File: src/rtl/alu_sequencer.sv
// Command sequencer for an external combinational ALU: buffers commands in a small FIFO,
// issues them one at a time and returns each registered result through a valid/ready port.
module alu_sequencer #(
    parameter int DATA_WIDTH = 24,
    parameter int FIFO_DEPTH = 4
) (
    input  logic                  clk,
    input  logic                  reset,
    input  logic                  cmd_valid,
    output logic                  cmd_ready,
    input  logic [2:0]            cmd_op,
    input  logic [DATA_WIDTH-1:0] cmd_a,
    input  logic [DATA_WIDTH-1:0] cmd_b,
    input  logic                  cmd_use_acc,
    output logic                  rsp_valid,
    input  logic                  rsp_ready,
    output logic [DATA_WIDTH-1:0] rsp_result,
    output logic                  rsp_neg,
    output logic [2:0]            operation,
    output logic [DATA_WIDTH-1:0] alu_in1,
    output logic [DATA_WIDTH-1:0] alu_in2,
    input  logic [DATA_WIDTH-1:0] alu_out,
    input  logic                  neg_flag,
    output logic                  busy,
    output logic [15:0]           op_count
);
    localparam int AW = $clog2(FIFO_DEPTH);

    typedef struct packed {
        logic [2:0]            op;
        logic [DATA_WIDTH-1:0] a;
        logic [DATA_WIDTH-1:0] b;
        logic                  use_acc;
    } entry_t;

    typedef enum logic [1:0] {IDLE, ISSUE, RESP} state_t;

    state_t                state_q, state_d;
    entry_t                mem_q [FIFO_DEPTH];
    entry_t                mem_d [FIFO_DEPTH];
    entry_t                head;
    logic [AW:0]           wptr_q, wptr_d, rptr_q, rptr_d;
    logic [DATA_WIDTH-1:0] acc_q, acc_d, res_q, res_d, in1_q, in1_d, in2_q, in2_d;
    logic                  neg_q, neg_d;
    logic [2:0]            op_q, op_d;
    logic [15:0]           cnt_q, cnt_d;
    logic                  empty, full, push, pop;

    // Pointers carry one extra wrap bit so full and empty are distinguishable.
    assign empty = (wptr_q == rptr_q);
    assign full  = (wptr_q[AW] != rptr_q[AW]) && (wptr_q[AW-1:0] == rptr_q[AW-1:0]);
    assign head  = mem_q[rptr_q[AW-1:0]];
    assign push  = cmd_valid && !full;

    assign cmd_ready  = !full;
    assign rsp_valid  = (state_q == RESP);
    assign rsp_result = res_q;
    assign rsp_neg    = neg_q;
    assign operation  = op_q;
    assign alu_in1    = in1_q;
    assign alu_in2    = in2_q;
    assign busy       = (state_q != IDLE) || !empty;
    assign op_count   = cnt_q;

    always_comb begin
        state_d = state_q;
        mem_d   = mem_q;
        wptr_d  = wptr_q;
        rptr_d  = rptr_q;
        acc_d   = acc_q;
        res_d   = res_q;
        neg_d   = neg_q;
        op_d    = op_q;
        in1_d   = in1_q;
        in2_d   = in2_q;
        cnt_d   = cnt_q;
        pop     = 1'b0;

        case (state_q)
            IDLE: begin
                if (!empty) begin
                    pop     = 1'b1;
                    state_d = ISSUE;
                end
            end
            ISSUE: begin
                res_d   = alu_out;
                neg_d   = neg_flag;
                acc_d   = alu_out;
                state_d = RESP;
            end
            RESP: begin
                if (rsp_ready) begin
                    cnt_d = cnt_q + 16'd1;
                    if (!empty) begin
                        pop     = 1'b1;
                        state_d = ISSUE;
                    end else begin
                        state_d = IDLE;
                    end
                end
            end
            default: state_d = IDLE;
        endcase

        // ALU ports only change on a pop, so they hold the last issued command while idle.
        if (pop) begin
            op_d   = head.op;
            in1_d  = head.use_acc ? acc_q : head.a;
            in2_d  = head.b;
            rptr_d = rptr_q + (AW+1)'(1);
        end

        if (push) begin
            mem_d[wptr_q[AW-1:0]] = '{op: cmd_op, a: cmd_a, b: cmd_b, use_acc: cmd_use_acc};
            wptr_d = wptr_q + (AW+1)'(1);
        end
    end

    always_ff @(posedge clk) begin
        if (reset) begin
            state_q <= IDLE;
            wptr_q  <= '0;
            rptr_q  <= '0;
            acc_q   <= '0;
            res_q   <= '0;
            neg_q   <= 1'b0;
            op_q    <= '0;
            in1_q   <= '0;
            in2_q   <= '0;
            cnt_q   <= '0;
        end else begin
            state_q <= state_d;
            wptr_q  <= wptr_d;
            rptr_q  <= rptr_d;
            acc_q   <= acc_d;
            res_q   <= res_d;
            neg_q   <= neg_d;
            op_q    <= op_d;
            in1_q   <= in1_d;
            in2_q   <= in2_d;
            cnt_q   <= cnt_d;
        end
    end

    // Storage needs no reset; the pointers define which entries are live.
    always_ff @(posedge clk) begin
        mem_q <= mem_d;
    end
endmodule

File: config.mk
export PLATFORM = sky130hd
export DESIGN_NAME = alu_sequencer
export DESIGN_NICKNAME = d
export VERILOG_FILES = /design/src/rtl/alu_sequencer.sv
export SDC_FILE = /design/constraint.sdc
export NUM_CORES = 1
export LEC_CHECK = 0
export CAP_MARGIN = 20
export CELL_PAD_IN_SITES_DETAIL_PLACEMENT = 1
export CELL_PAD_IN_SITES_GLOBAL_PLACEMENT = 1
export CORE_ASPECT_RATIO = 0.9
export CORE_UTILIZATION = 45
export CTS_CLUSTER_DIAMETER = 120
export CTS_CLUSTER_SIZE = 30
export DETAILED_ROUTE_END_ITERATION = 12
export MAX_ROUTING_LAYER = met4
export PLACE_DENSITY = 0.79
export SLEW_MARGIN = 20
export SYNTH_ARGS = -nofsm -noshare
export SYNTH_HDL_FRONTEND = slang
export SYNTH_SLANG_ARGS = --single-unit
File: constraint.sdc
create_clock -name clk -period 2.9 [get_ports clk]
set_input_delay 0.58 -clock clk [delete_from_list [all_inputs] [get_ports clk]]
set_output_delay 0.58 -clock clk [all_outputs]
set_load 0.1 [all_outputs]
* Yosys cells after proc, flatten, opt, wreduce, memory -nomap -nowiden
Cells that the tools add are included.
** Storage, ports and cells
- Bits of input ports :: 81
- Register bits :: 308
- Word-level logic and storage cells :: 64
- Output and inout bits :: 95
** Operators by class
- Eq/ne operators :: 7
- Reduce and logical (&&, ||, !) cells :: 10
- Bitwise gates (word level) :: 2
- $lt $le $gt $ge :: 3
- $add $sub $neg :: 3
- Multiplexer cells :: 14
** Operator list (count)
- bitwise mux 208 bit :: 1
- 2-to-1 mux 52 bit :: 3
- binary-select mux 52 bit (select 2 bit) :: 1
- demux 52 bit (select 2 bit) :: 1
- 2-to-1 mux 24 bit :: 1
- adder 16 x 1 -> 16 bit (second input constant) :: 1
- adder 3 x 1 -> 3 bit (second input constant) :: 2
- >= comparator 3 bit (second input constant) :: 2
- inverter 2 -> 3 bit :: 2
- one-hot mux 2 bit (3 select lines) :: 1
- 2-to-1 mux 2 bit :: 2
- AND reduction 2 bit :: 2
- == test 3 bit :: 1
- logical AND 1 bit :: 3
- < comparator 3 x 1 -> 1 bit (second input constant) :: 1
- 2-to-1 mux 1 bit :: 3
- == test 2 x 1 -> 1 bit (second input constant) :: 1
- == test 2 bit :: 1
- == test 2 bit (second input constant) :: 1
- logical NOT 1 bit :: 2
- logical NOT 2 bit :: 1
- inequality test 2 x 1 -> 1 bit (second input constant) :: 1
- inequality test 2 bit (second input constant) :: 1
- one-hot mux 1 bit (2 select lines) :: 1
- 3 further kinds :: 3

* Depth between registers and ports, before layout
Gate-level depths: netlist of the first run.
- Depth in word-level cells :: 6
- Mapped depth :: 7
- Gate-level depth less buffers :: 4

* Least setup slack after synthesis of the first run
OpenSTA, ideal clock, no wires.
- Path type :: flip-flop to flip-flop
- Start point :: register rptr_q[1]
- End point :: register mem_q[0] in the netlist's numbering (enable)
- Cell stages (with the launch flop) :: 5
- Slack :: 241 ps
- Required time :: 2484 ps
- Buffers on the path :: 1
- Data arrival time :: 2243 ps
- Library setup time :: 416 ps
- Period minus slack after synthesis :: 2659 ps
- Path through :: dfxtp_1 -> buf_6 -> xor2_2 -> o31a_1 -> and2_1
** Between the ends
- Word-level cells in the longest chain between the ends :: 4
** Ends and longest elaborated chain
- from (decl) :: RTL line 42 : logic [AW:0] wptr_q, wptr_d, rptr_q, rptr_d;
- from (signal assigned) :: RTL line 135 : rptr_q <= rptr_d;
- == test 2 bit :: RTL line 51 : assign full = (wptr_q[AW] != rptr_q[AW]) && (wptr_q[AW-1:0] == rptr_q[AW-1:0]);
- logical AND 1 bit :: RTL line 51
- logical NOT 1 bit :: RTL line 53 : assign push = cmd_valid && !full;
- logical AND 1 bit :: RTL line 53
- to (signal assigned) :: RTL line 148 : mem_q <= mem_d;
- to (decl) :: RTL line 39 : entry_t mem_q [FIFO_DEPTH];
No other way between the ends.
A chain may end at the register's enable or synchronous reset.

* Worst setup path after layout of the first run
- Start point :: register wptr_q[0]
- End point :: output busy
** Between the ends
- Word-level cells in the longest chain between the ends :: 3
** Ends and longest elaborated chain
- from (decl) :: RTL line 42
- from (signal assigned) :: RTL line 134 : wptr_q <= wptr_d;
- == test 3 bit :: RTL line 50 : assign empty = (wptr_q == rptr_q);
- logical NOT 1 bit
- logical OR 1 bit :: RTL line 62 : assign busy = (state_q != IDLE) || !empty;
- to (decl) :: RTL line 24 : output logic busy,
No other way between the ends.

==> flow_summary.yaml, run 1 <==
layout:
  syn_to_final_growth_pct: 21.0
  final_nets: 997
  drive_gt1_share_pct: 23.6
clocking:
  numCtsBuffers: 14
  ctsHoldBuffers: 0
  h-tree-depth: 1
  clk_latency_ns: 0.50
  clk_path_buf_depth: 3
  cts_root_buf: "clkbuf_16"
  cts_post_setup_buffers_inserted: 0
  post_cts_resized: 0
  cts.sinks: 308
  clk_pin_slew_worst_paths_ns: 0.11
  cts_tree: "yes"
critical_path:
  critPathLaunchType: "flop"
  cp.required_ns: 2.32
  path_class: "reg -> out"
  worstPathMaxFanout: 5
  critPathArrivalTime_ns: 1.87
  endpoint_kind: "output port"
timing:
  tightest_slew_ns: 0.884
  fmax_mhz: 408
  rsz0062_at_grt: "false"
  finalCritPeriodShare_pct: 84.5
  skew_ns: 0.0339
  setup_tns_ns: 0
  drv_slew: 0
  finalSetupViolations: 0
  slew_headroom_pct: 40.9
  hold_viol_final: 0
  period_minus_slack_ns: 2.45
run:
  cap_violations: 0
synthesis:
  avgSynthCellArea_um2: 15.7
  syn_area_mm2: 0.0117
  syn-num-nets: 832
  yosysWarnings: 0
  ys_types: 41
  yosysSeqAreaShare_pct: 70.6
  ys_ff_latch: 308
  syn_inst: 745
detailed_routing:
  vias: 6804
  wl_met3_mm: 1.37
  top_layer_used: "met4"
  first_pass_iters: 4
  drt-total-wl_mm: 27.0
  dr_wl_met2_mm: 13.8
  ant_nets: 0
  viasPerCell: 5.39
  m1WireLength_mm: 11.4
  drc_errors: 0
  drt_iter0_markers: 306
  post_drt_wl_per_cell_um: 21.4
floorplanning:
  core_mm2: 0.0253
  initial_core_util_pct: 46.2
  ios: 176
  rows: 55
  die_h_um: 155
  dieArea_mm2: 0.0266
  die_w_um: 172
grt:
  grt_pass1_wl_mm: 41.5
  grt_max_degree: 54
  antenna_found_initial: 1
  grt_pass1_vias: 7269
  track_usage_pct: 21.3
  overflow: 0
placed_design:
  hpwl_mm: 17.5
  gp_congestion: 0.746
  port_buffers: 175
run_status:
  status: "finished clean"
power_and_ir_drop:
  leakagePower_nw: 4.86
  p_total_mw: 13.9
  peakVddDrop_mv: 0.675
  power_density_mw_per_mm2: 980
min_path:
  hold_path_class: "reg -> reg"
flip-flops by register name (all words and copies together) (netlist names):
signal	count
alu_in1	24
op_count	16
rsp_result	24
wptr_q	3
operation	3
rsp_neg	1
alu_in2	24
mem_q	208
state_q	2
rptr_q	3
routing by layer:
layer	track usage (%)	vias to the layer above
met1	26.3	3512
met3	3.97	35
met5	-	-
met4	4.51	0
met2	36.6	153
li1	-	3104
layout make-up:
class	count	area, um2
fill	2474	11200
sequential	308	8260
multi-input combinational	386	3190
timing repair buffer	194	1800
tap	342	428
clock buffer	23	405
clock inverter	1	30.0
inverter	6	22.5
antenna	2	5.00
final timing paths:
| check | from | endpoint | slack (ns) | depth (start not counted) |
|---|---|---|---|---|
| setup / recovery | wptr_q[0]$_SDFFE_PP0P_ | busy | 0.45 | 4 |
| setup reg to reg | wptr_q[0]$_SDFFE_PP0P_ | alu_in2[20]$_SDFFE_PP0P_ | 0.64 | 5 |
| hold reg to reg | alu_in2[4]$_SDFFE_PP0P_ | alu_in2[4]$_SDFFE_PP0P_ | 0.46 | 2 |
| hold / removal | alu_in2[4]$_SDFFE_PP0P_ | alu_in2[4]$_SDFFE_PP0P_ | 0.46 | 2 |
cells in the final DEF (no fill, tap or decap), drive strengths merged, types with 2 or more instances in the layout:
cell type,n
nand4,4
o21ai,3
clkbuf,23
xor2,10
nand3,4
or4,2
mux2i,26
diode,2
and3,2
nand2,111
nor2,46
ha,6
edfxtp,208
and4,4
a211oi,24
xnor2,6
dfxtp,100
or3,3
and2,7
nand2b,4
buf,115
clkdlybuf4s50,79
o31ai,2
a21oi,59
a31o,2
inv,6
mux4,52
cells in the mapped netlist:
| cell | number | share of area, % |
|---|---|---|
| nor2b_1 | 1 | 0.054 |
| and3_1 | 2 | 0.11 |
| o21a_1 | 1 | 0.064 |
| nand2_1 | 111 | 3.6 |
| nand3_4 | 1 | 0.15 |
| clkbuf_1 | 22 | 0.71 |
| or3_1 | 3 | 0.16 |
| buf_2 | 11 | 0.47 |
| o311ai_2 | 1 | 0.14 |
| and4b_1 | 1 | 0.086 |
| a31o_2 | 2 | 0.15 |
| o31a_1 | 1 | 0.075 |
| buf_1 | 1 | 0.032 |
| nand3_1 | 3 | 0.13 |
| edfxtp_1 | 208 | 53 |
| nor3_1 | 1 | 0.043 |
| a211oi_2 | 20 | 2.1 |
| ha_1 | 6 | 0.64 |
| and4_1 | 4 | 0.30 |
| o311a_1 | 1 | 0.086 |
| o31ai_1 | 2 | 0.13 |
| a211oi_1 | 4 | 0.26 |
| or4_1 | 2 | 0.13 |
| dfxtp_1 | 100 | 17 |
| xnor2_1 | 6 | 0.45 |
| and2_1 | 7 | 0.37 |
| o21ai_0 | 2 | 0.086 |
| inv_1 | 6 | 0.19 |
| nand4_1 | 4 | 0.21 |
| xor2_2 | 2 | 0.28 |
| nor2_1 | 46 | 1.5 |
| buf_4 | 2 | 0.13 |
| and3b_1 | 1 | 0.075 |
| o21ai_1 | 1 | 0.043 |
| xor2_1 | 8 | 0.60 |
| mux4_2 | 52 | 10 |
| mux2i_1 | 26 | 2.2 |
| a21oi_1 | 59 | 2.5 |
| or2b_1 | 1 | 0.064 |
| buf_6 | 9 | 0.87 |
| nand2b_1 | 4 | 0.21 |
logic make-up (layout without fill, tap and decap cells):
kind of cell	after synthesis	count (layout)	share of synthesized area, %
compound gates	94	94	5.69
xor+xnor	16	16	1.33
fa+ha+maj	6	6	0.642
buf+inv	51	224	2.40
flops	308	308	70.6
mux	78	78	12.2
other cells	0	2	0
simple gates	192	192	7.14
per-stage QoR:
stage	util [%]	cell area (um2)	hold WS [ns]	std cells	worst slack, ns
global route	55.8	14100	0.488	1261	0.343
finish	55.8	14100	0.464	1262	0.449
floorplan	-	11700	0.492	745	0.241
global placement	54.1	13700	0.443	1236	0.504
CTS	55.8	14100	0.471	1260	0.407
detailed placement	54.1	13700	0.455	1236	0.361
power breakdown:
part	leakage [nW]	switching, mW	internal, mW
sequential	2.73	0.325	5.22
combinational	1.93	4.26	1.70
clock	0.206	1.35	1.00
worst max-delay path, cell delays in order (launching register included):
cell,delay [ns]
dfxtp_1,0.53
xor2_2,0.41
nor3_1,0.11
nand2_1,0.13
buf_12,0.18
Power figures use the tool's default switching activity.
==> run 2, diff against run 1 <==
Settings changed: CORE_UTILIZATION 45 to 40, PLACE_DENSITY 0.79 to 0.74.
Clock period 2.9 ns to 2.21 ns, I/O delays scaled along.
==> flow_summary.yaml, run 2 (synthesized netlist as in run 1, its figures left out) <==
clocking:
  clk_pin_slew_worst_paths_ns: 0.12
  clk_path_buf_depth: 3
  h-tree-depth: 1
  cts_root_buf: "clkbuf_16"
  numCtsBuffers: 14
  ctsHoldBuffers: 0
  cts_tree: "yes"
  cts.sinks: 308
  clk_latency_ns: 0.50
run_status:
  status: "finished clean"
critical_path:
  rrSetupSlack_ns: 0.27
  worstPathMaxFanout: 4
  critPathArrivalTime_ns: 1.71
  critPathLaunchType: "flop"
  path_class: "reg -> out"
  cp.required_ns: 1.77
  timing.rr.start: "rptr_q[0]$_SDFFE_PP0P_"
  timing.rr.end: "alu_in2[0]$_SDFFE_PP0P_"
  endpoint_kind: "output port"
  rr_worst_depth: 6
detailed_routing:
  drt-total-wl_mm: 26.6
  first_pass_iters: 5
  ant_nets: 0
  drt_iter0_markers: 339
  drc_errors: 0
  viasPerCell: 5.21
  post_drt_wl_per_cell_um: 20.6
  vias: 6738
floorplanning:
  dieArea_mm2: 0.0299
  initial_core_util_pct: 41.3
  die_h_um: 164
  ios: 176
  core_mm2: 0.0283
  rows: 58
  die_w_um: 182
grt:
  grt_pass1_wl_mm: 41.2
  grt_max_degree: 41
  antenna_found_initial: 1
  track_usage_pct: 18.6
  grt_pass1_vias: 7067
  overflow: 0
layout:
  fin_area_mm2: 0.0143
  largest_reg_flops: 208
  multi_input_area_mm2: 0.00321
  syn_to_final_growth_pct: 22.5
  final_nets: 1011
  fin_util_pct: 50.6
  largest_register: "mem_q"
  fillers: 2759
  final_common_cell: "edfxtp_1"
  ff_latch_area_mm2: 0.00826
  mostFrequentLayoutCells: "edfxtp_1 (208), buf_4 (114), nand2_1 (111), dfxtp_1 (95), clkdlybuf4s50_1 (79)"
  drive_gt1_share_pct: 25.4
timing:
  drv_slew: 0
  tightest_slew_ns: 0.496
  slew_headroom_pct: 66.9
  finalSetupViolations: 0
  finalCritPeriodShare_pct: 97.6
  period_minus_slack_ns: 2.16
  setup_tns_ns: 0
  hold_viol_final: 0
  hold-worst-slack_ns: 0.361
  rsz0062_at_grt: "false"
  fmax_mhz: 464
  skew_ns: 0.0342
power_and_ir_drop:
  leakagePower_nw: 4.95
  power_switching_mw: 7.77
  peakVddDrop_mv: 1.00
  power_density_mw_per_mm2: 1280
  p_seq_share_pct: 39.5
  p_comb_share_pct: 43.8
  p_clk_share_pct: 16.7
  switching_share_pct: 42.4
  p_int_mw: 10.6
min_path:
  min_to: "op_count[6]$_SDFFE_PP0P_"
  worstHoldPathCells: 2
  min_from: "reset"
  hold_path_class: "in -> reg"
run:
  cap_violations: 0
placed_design:
  gp_congestion: 0.754
  dpl_cell_area_mm2: 0.0138
  hpwl_mm: 17.8
  port_buffers: 175
[run 2: cell types whose count changed in the layout (fill, tap and decap cells not counted)]
cell	previous run	this run
xor2_2	2	3
buf_4	103	114
nor3_2	0	1
or3_1	3	2
nor3_1	1	0
dfxtp_1	98	95
buf_12	12	14
diode_2	2	1
dfxtp_2	0	3
xor2_1	8	7
or3_4	0	1
buf_6	0	1
[run 2: how the worst max path moves through the flow]
stage | start | to | slack (ns) | cells after the start
finish | rptr_q[0]$_SDFFE_PP0P_ | cmd_ready | 0.05 | 4
global route | wptr_q[0]$_SDFFE_PP0P_ | cmd_ready | 0.01 | 4
CTS | rptr_q[0]$_SDFFE_PP0P_ | cmd_ready | -0.002 | 4
detailed placement | rsp_ready | alu_in1[4]$_SDFFE_PP0P_ | 0.08 | 6
global placement | rsp_ready | alu_in1[3]$_SDFFE_PP0P_ | 0.12 | 6
floorplan | op_count[0]$_SDFFE_PP0P_ | op_count[14]$_SDFFE_PP0P_ | 0.03 | 4
[run 2: through the flow]
stage / setup slack, ns / cells / power [mW]
finish: 0.0531 / 1293 / 18.3
global route: 0.0108 / 1293 / 19.1
CTS: -0.00239 / 1291 / 18.5
detailed placement: 0.0807 / 1267 / 15.5
global placement: 0.121 / 1267 / 15.3
floorplan: 0.0260 / 745 / 13.3
[run 2: critical path, stage by stage (launching register included)]
cell and delay [ns]:
dfxtp_4 0.37, xor2_2 0.18, buf_6 0.14, or3_4 0.34, buf_12 0.17
[run 2: area by class of cell]
| type | instances | share of cell area (%) |
|---|---|---|
| Clock buffer | 23 | 2.83 |
| Multi-Input combinational cell | 386 | 22.4 |
| Antenna cell | 1 | 0.0175 |
| Clock inverter | 1 | 0.210 |
| Timing Repair Buffer | 208 | 13.5 |
| Sequential cell | 308 | 57.7 |
| Tap cell | 360 | 3.15 |
| Inverter | 6 | 0.157 |
[run 2: timing repair]
action / CTS / global route
gates resized for setup: 5 / 1
pin swaps: 0 / 1
setup endpoints to repair: 2 / 2
setup buffers: 0 / 1
[run 2: power by group through the flow]
stage / sequential, mW / combinational (mW) / clock, mW
after floorplan: 10.3 / 3.03 / 0
after global placement: 7.36 / 7.97 / 0
after detailed placement: 7.38 / 8.09 / 0
after CTS: 7.26 / 8.12 / 3.16
after global routing: 7.31 / 8.47 / 3.31
final: 7.23 / 8.03 / 3.05
[run 2: metal layers]
layer / share of wire, % / wire (um) / track usage (%) / vias up
met5: 0 / 0 / - / -
met4: 1.1 / 290 / 2.79 / 0
met3: 4.4 / 1170 / 2.90 / 16
met2: 50 / 13400 / 32.1 / 153
met1: 44 / 11700 / 23.6 / 3449
li1: - / - / - / 3120
==> run 3, diff against run 2 <==
Settings changed: GPL_ROUTABILITY_DRIVEN set to 0, REMOVE_ABC_BUFFERS set to 1.
==> flow_summary.yaml, run 3 (synthesized netlist as in run 1, its figures left out) <==
clocking:
  numCtsBuffers: 14
  clk_latency_ns: 0.50
  cts.sinks: 308
  h-tree-depth: 1
  clk_pin_slew_worst_paths_ns: 0.12
  ctsHoldBuffers: 0
  clk_path_buf_depth: 3
  cts_root_buf: "clkbuf_16"
  cts_tree: "yes"
critical_path:
  rr_worst_depth: 4
  worstPathMaxFanout: 6
  critPathArrivalTime_ns: 1.68
  timing.rr.start: "rptr_q[0]$_SDFFE_PP0P_"
  cp.required_ns: 1.77
  endpoint_kind: "output port"
  rrSetupSlack_ns: 0.22
  path_class: "reg -> out"
  critPathLaunchType: "flop"
  timing.rr.end: "mem_q[12]$_DFFE_PP_"
grt:
  antenna_found_initial: 3
  track_usage_pct: 17.7
  grt_max_degree: 40
  overflow: 0
  grt_pass1_vias: 6808
  grt_pass1_wl_mm: 39.2
floorplanning:
  ios: 176
  rows: 58
  dieArea_mm2: 0.0299
  initial_core_util_pct: 41.3
  die_w_um: 182
  core_mm2: 0.0283
  die_h_um: 164
min_path:
  min_to: "op_count[11]$_SDFFE_PP0P_"
  worstHoldPathCells: 2
  hold_path_class: "in -> reg"
  min_from: "reset"
layout:
  largest_register: "mem_q"
  largest_reg_flops: 208
  syn_to_final_growth_pct: 22.2
  drive_gt1_share_pct: 25.1
  mostFrequentLayoutCells: "edfxtp_1 (208), buf_4 (114), nand2_1 (111), dfxtp_1 (96), clkdlybuf4s50_1 (79)"
  final_cells: 1292
  final_nets: 1008
  final_common_cell: "edfxtp_1"
  fin_util_pct: 50.5
  fin_area_mm2: 0.0143
timing:
  hold-worst-slack_ns: 0.396
  skew_ns: 0.0294
  setup_ws_ns: 0.0911
  period_minus_slack_ns: 2.12
  rsz0062_at_grt: "false"
  slew_headroom_pct: 58.4
  setup_tns_ns: 0
  hold_viol_final: 0
  drv_slew: 0
  tightest_slew_ns: 0.623
  finalSetupViolations: 0
  fmax_mhz: 472
  finalCritPeriodShare_pct: 95.9
detailed_routing:
  viasPerCell: 5.13
  drc_errors: 0
  vias: 6631
  drt-total-wl_mm: 25.7
  post_drt_wl_per_cell_um: 19.9
  first_pass_iters: 4
  drt_iter0_markers: 346
  ant_nets: 0
placed_design:
  dpl_cell_area_mm2: 0.0138
  port_buffers: 175
  dp.cells: 1265
  place_ws_ns: 0.0264
  hpwl_mm: 17.0
power_and_ir_drop:
  power_density_mw_per_mm2: 1270
  peakVddDrop_mv: 0.799
  p_total_mw: 18.1
  leakagePower_nw: 4.93
run:
  cap_violations: 0
run_status:
  status: "finished clean"
## run 3: layout make-up
class                           count  area [um2]
Clock inverter                      1        30.0
Inverter                            6        22.5
Clock buffer                       23         405
Antenna cell                        3        7.51
Timing Repair Buffer              205        1890
Sequential cell                   308        8260
Tap cell                          360         450
Multi-Input combinational cell    386        3220
Fill cell                        2760       14000
## run 3: how the worst max path moves through the flow
stage,from,end,slack (ns),cells past startpoint
floorplan,rptr_q[0]$_SDFFE_PP0P_,alu_in1[0]$_SDFFE_PP0P_,-2.55,4
global placement,rsp_ready,op_count[14]$_SDFFE_PP0P_,0.06,5
detailed placement,rsp_ready,op_count[14]$_SDFFE_PP0P_,0.03,5
CTS,rptr_q[1]$_SDFFE_PP0P_,cmd_ready,0.06,3
global route,rptr_q[0]$_SDFFE_PP0P_,busy,0.007,4
finish,rptr_q[0]$_SDFFE_PP0P_,cmd_ready,0.09,3
## run 3: worst max-delay path, cell delays in order (launching register included)
cell and delay, ns:
dfxtp_4 0.40, xor2_2 0.23, or3_4 0.37, buf_12 0.17
## run 3: what timing repair did
item,CTS,global route
setup endpoints to repair,2,1
gates resized for setup,3,3
setup buffers,1,0
## run 3: per-layer routing
layer | wire (um) | part of all wire, % | vias up | global-route usage [%]
met5 | 0 | 0 | - | -
met4 | 346 | 1.3 | 0 | 3.36
met3 | 1180 | 4.6 | 22 | 3.13
met2 | 12600 | 49 | 146 | 29.6
met1 | 11600 | 45 | 3346 | 22.9
li1 | - | - | 3117 | -
## run 3: where the power goes
group	switching [mW]	total [mW]	internal, mW
logic	5.51	7.80	2.29
clock network	1.76	3.07	1.31
registers	0.407	7.26	6.85
